### src/rtl/rr_arbiter4.sv
// Four-client round-robin arbiter with registered one-hot grant and grant index.
// Define ARB_TIMEOUT_EN to force release of a grant held for TIMEOUT cycles.
module rr_arbiter4 #(
  parameter int unsigned TIMEOUT = 16
) (
  input  logic       clk,
  input  logic       rst,
  input  logic [3:0] req,
  input  logic       done,
  output logic [3:0] gnt,
  output logic [1:0] gnt_idx,
  output logic       gnt_valid,
  output logic       timeout
);

  typedef enum logic [0:0] {StIdle, StGrant} state_e;

  state_e     state_q;
  logic [1:0] ptr_q;
  logic [1:0] idx_q;
  logic [3:0] gnt_q;
  logic       valid_q;
  logic       timeout_q;

  logic       pick_found;
  logic [1:0] pick_idx;
  logic [1:0] cand;
  logic       release_req;

  assign release_req = done | ~req[idx_q];

`ifdef ARB_TIMEOUT_EN
  logic [7:0] cnt_q;
  logic       force_rel;

  // Normal release wins over a forced one on the same edge.
  assign force_rel = (cnt_q == 8'(TIMEOUT - 1)) && !release_req;
`else
  logic unused_timeout_cfg;
  assign unused_timeout_cfg = ^TIMEOUT;
`endif

  // Scan ptr+1 .. ptr+4 so the last holder gets lowest priority.
  always_comb begin
    pick_found = 1'b0;
    pick_idx   = ptr_q;
    cand       = ptr_q;
    for (int i = 1; i <= 4; i++) begin
      cand = ptr_q + 2'(i);
      if (!pick_found && req[cand]) begin
        pick_found = 1'b1;
        pick_idx   = cand;
      end
    end
  end

  always_ff @(posedge clk) begin
    if (rst) begin
      state_q   <= StIdle;
      ptr_q     <= 2'b11;
      idx_q     <= 2'b11;
      gnt_q     <= 4'b0000;
      valid_q   <= 1'b0;
      timeout_q <= 1'b0;
`ifdef ARB_TIMEOUT_EN
      cnt_q     <= 8'd0;
`endif
    end else begin
      timeout_q <= 1'b0;
      unique case (state_q)
        StIdle: begin
          if (pick_found) begin
            state_q <= StGrant;
            idx_q   <= pick_idx;
            gnt_q   <= 4'b0001 << pick_idx;
            valid_q <= 1'b1;
`ifdef ARB_TIMEOUT_EN
            cnt_q   <= 8'd0;
`endif
          end
        end
        StGrant: begin
          if (release_req) begin
            state_q <= StIdle;
            gnt_q   <= 4'b0000;
            valid_q <= 1'b0;
            ptr_q   <= idx_q;
          end
`ifdef ARB_TIMEOUT_EN
          else if (force_rel) begin
            state_q   <= StIdle;
            gnt_q     <= 4'b0000;
            valid_q   <= 1'b0;
            ptr_q     <= idx_q;
            timeout_q <= 1'b1;
          end else if (cnt_q != 8'hff) begin
            cnt_q <= cnt_q + 8'd1;
          end
`endif
        end
        default: state_q <= StIdle;
      endcase
    end
  end

  assign gnt       = gnt_q;
  assign gnt_idx   = idx_q;
  assign gnt_valid = valid_q;
  assign timeout   = timeout_q;

endmodule

### config.mk
export PLATFORM = sky130hd
export DESIGN_NAME = rr_arbiter4
export DESIGN_NICKNAME = d
export VERILOG_FILES = /design/src/rtl/rr_arbiter4.sv
export SDC_FILE = /design/constraint.sdc
export NUM_CORES = 1
export LEC_CHECK = 0
export BUFFER_PORTS_ARGS = -buffer_cell sky130_fd_sc_hd__buf_4
export CORE_AREA = 2 2 39 41
export CTS_CLUSTER_SIZE = 28
export DETAILED_ROUTE_END_ITERATION = 8
export DIE_AREA = 0 0 41 43
export GPL_ROUTABILITY_DRIVEN = 0
export PLACE_DENSITY_LB_ADDON = 0.3
export SYNTH_ARGS = -nofsm -noshare
export SYNTH_HDL_FRONTEND = slang
export SYNTH_SLANG_ARGS = --single-unit
### constraint.sdc
create_clock -name clk -period 3.1 [get_ports clk]
set_input_delay 0.465 -clock clk [delete_from_list [all_inputs] [get_ports clk]]
set_output_delay 0.465 -clock clk [all_outputs]
set_load 0.03 [all_outputs]
==> flow_summary.json <==
{
  "fin_util": 0.492,
  "grt_pass1_vias": 400,
  "cts_sinks": 10,
  "synth_area_leaders": "dfxtp_1, o2bb2ai_1, mux2i_1, nor2_1, a21oi_1",
  "tns_ns": 0,
  "io_buffers": 13,
  "worstSkewPairLatency_ns": 0.26,
  "max-clock-path-buffers": 2,
  "synth_cell_type_count": 28,
  "io_pins": 15,
  "synth.most_common_cell": "dfxtp_1",
  "synthTopCellsByCount": "dfxtp_1, nor2_1, a21oi_1, nor3_1, o2bb2ai_1",
  "pwr-share-clk": 0.317,
  "powerDensity_nw_per_um2": 530,
  "drive_above_1_share": 0.284,
  "leakage_uw": 0.000290,
  "synth_ff_type": "dfxtp_1",
  "grt_pass1_wl_mm": 1.64,
  "postSynthNetCount": 67,
  "endpoint_kind": "flip-flop",
  "drt-initial-drc-count": 6,
  "setup_viol": 0,
  "cts_setup_buffers": 0,
  "dieWidth_um": 41,
  "finalCriticalPeriod_ns": 1.37,
  "grt_antenna_before_repair": 0,
  "core-area_um2": 1380,
  "finalCritPeriodShare": 0.441,
  "yosysTopAreaCellShare": 0.360,
  "final_hold_viol_count": 0,
  "avgRoutedWirePerCell_um": 11.2,
  "num_vias": 468,
  "worst_r2r_path_depth": 4,
  "synth_edf_count": 0,
  "dr.pass1.iters": 4,
  "grt_max_degree": 10,
  "nNetsFinal": 82,
  "status": "finished, final reports clean",
  "crit_start": "gnt_idx[0]",
  "htree_levels": 1,
  "hp-start": "rst",
  "ys_seq_area_frac": 0.360,
  "switching_share": 0.303,
  "antenna_left": 0,
  "fp.dieH_um": 43,
  "fmax_ghz": 0.732,
  "skew_ns": 0.00432,
  "cts_tree": "done",
  "wirelength_mm": 1.01,
  "dieArea_um2": 1760,
  "clk_pin_slew_ns": 0.07,
  "power_frac_seq": 0.426,
  "yosys.area.top_type": "dfxtp_1",
  "maxCapViolCount": 0,
  "initial_core_util": 0.402,
  "n_antenna_cell": 0,
  "required_ns": 3.24,
  "drv_slew": 0,
  "area_growth_pct": 22.2,
  "grt_overflow": 0,
  "worstSetupPathType": "flip-flop to flip-flop",
  "cts_hold_buf": 0,
  "grt_setup_unrepaired": "no",
  "async_flop_share": 0,
  "crit_fanout": 5,
  "via_per_inst": 5.20,
  "arrival_ns": 1.50,
  "ir_drop_v": 0.000209,
  "avgSynthCellArea_um2": 9.28,
  "root_buffer": "clkbuf_4",
  "syn-cell-area_um2": 557,
  "reg2reg_from": "gnt_idx[0]",
  "grt_usage": 0.139,
  "synthesis.yosys.warnings": 0,
  "min_path_cells": 2,
  "combPwrFrac": 0.257,
  "cts_resized": 0,
  "p_int_uw": 251,
  "switchingPower_uw": 109,
  "cts_made_buffers": 3,
  "synth_seq_cells": 10,
  "placementRows": 14,
  "hp-class": "input pin to flip-flop",
  "cp-start-kind": "flip-flop",
  "drc": 0,
  "netlist_instances": 60,
  "dp_hpwl_um": 796
}
path summary, 6_finish.rpt:
check	end	slack [ns]
setup reg to reg	gnt[1]	1.73
hold reg to reg	gnt[3]	0.46
setup / recovery	gnt[1]	1.73
hold / removal	state_q	0.46
power groups by stage:
| stage | Combinational (µW) | Sequential (µW) | Clock, µW |
|---|---|---|---|
| after global placement | 92.7 | 157 | 0 |
| after global routing | 102 | 156 | 126 |
| after floorplan | 53.0 | 170 | 0 |
| final | 92.8 | 154 | 114 |
| after detailed placement | 93.0 | 157 | 0 |
| after CTS | 93.5 | 154 | 119 |
stage by stage:
stage,setup WS (ns),area [µm²],hold slack [ns],instances,power [µW]
CTS,1.72,681,0.454,90,366
floorplan,1.66,557,0.536,60,223
global placement,1.59,644,0.455,86,249
finish,1.73,681,0.459,90,361
detailed placement,1.57,644,0.454,86,250
global route,1.61,681,0.476,90,383
layout make-up:
cell class / instances / area [µm²]
Sequential cell: 10 / 200
Fill cell: 134 / 703
Multi-Input combinational cell: 47 / 327
Clock buffer: 4 / 36.3
Tap cell: 16 / 20.0
Timing Repair Buffer: 13 / 97.6
registers in the layout, indices dropped and copies added, names as in the netlist:
| signal | count |
|---|---|
| gnt | 4 |
| gnt_idx | 2 |
| ptr_q | 2 |
| gnt_valid | 1 |
| state_q | 1 |
worst max-delay path, cell delays in order (launching register included):
cell	delay [ns]
dfxtp_1	0.43
mux2i_1	0.35
o221a_4	0.29
nor3_4	0.05
o2bb2ai_1	0.12
metal layers:
| metal | wire length [µm] | vias up | track usage |
|---|---|---|---|
| li1 | - | 249 | - |
| met1 | 507 | 208 | 0.194 |
| met2 | 452 | 9 | 0.178 |
| met3 | 37 | 2 | 0.0471 |
| met4 | 10 | 0 | 0.0800 |
| met5 | 0 | - | 0 |
kinds of logic after synthesis:
| kind of cell | after synthesis | share of synthesized area |
|---|---|---|
| AND/OR/NAND/NOR | 24 | 0.243 |
| AO/OA/AOI/OAI | 19 | 0.283 |
| multiplexers | 3 | 0.0539 |
| flip-flops | 10 | 0.360 |
| other | 1 | 0.00674 |
| buffers and inverters | 3 | 0.0539 |
cell usage in the layout (no fill, tap or decap):
cell type  netlist  layout
mux2i_1          3       3
o22ai_1          1       1
nand2_1          2       2
o21bai_1         1       1
a21oi_4          1       1
o21ai_0          1       1
a21o_1           1       1
clkbuf_8         0       1
o2bb2ai_1        4       4
o221a_4          1       1
o21a_1           1       1
nand3b_1         1       1
a211o_1          1       1
nor3_1           5       5
clkbuf_4         0       3
conb_1           1       1
or2b_1           1       1
or3_1            1       1
nor3b_1          1       1
nor2_1           7       7
nor2b_1          1       1
nor3_4           1       1
a21oi_1          5       5
buf_4            1      13
a211oi_2         1       1
a31oi_1          1       1
nand2b_1         3       3
or2_1            1       1
dfxtp_1         10      10
Note: power is estimated with default switching activity, not from simulation.
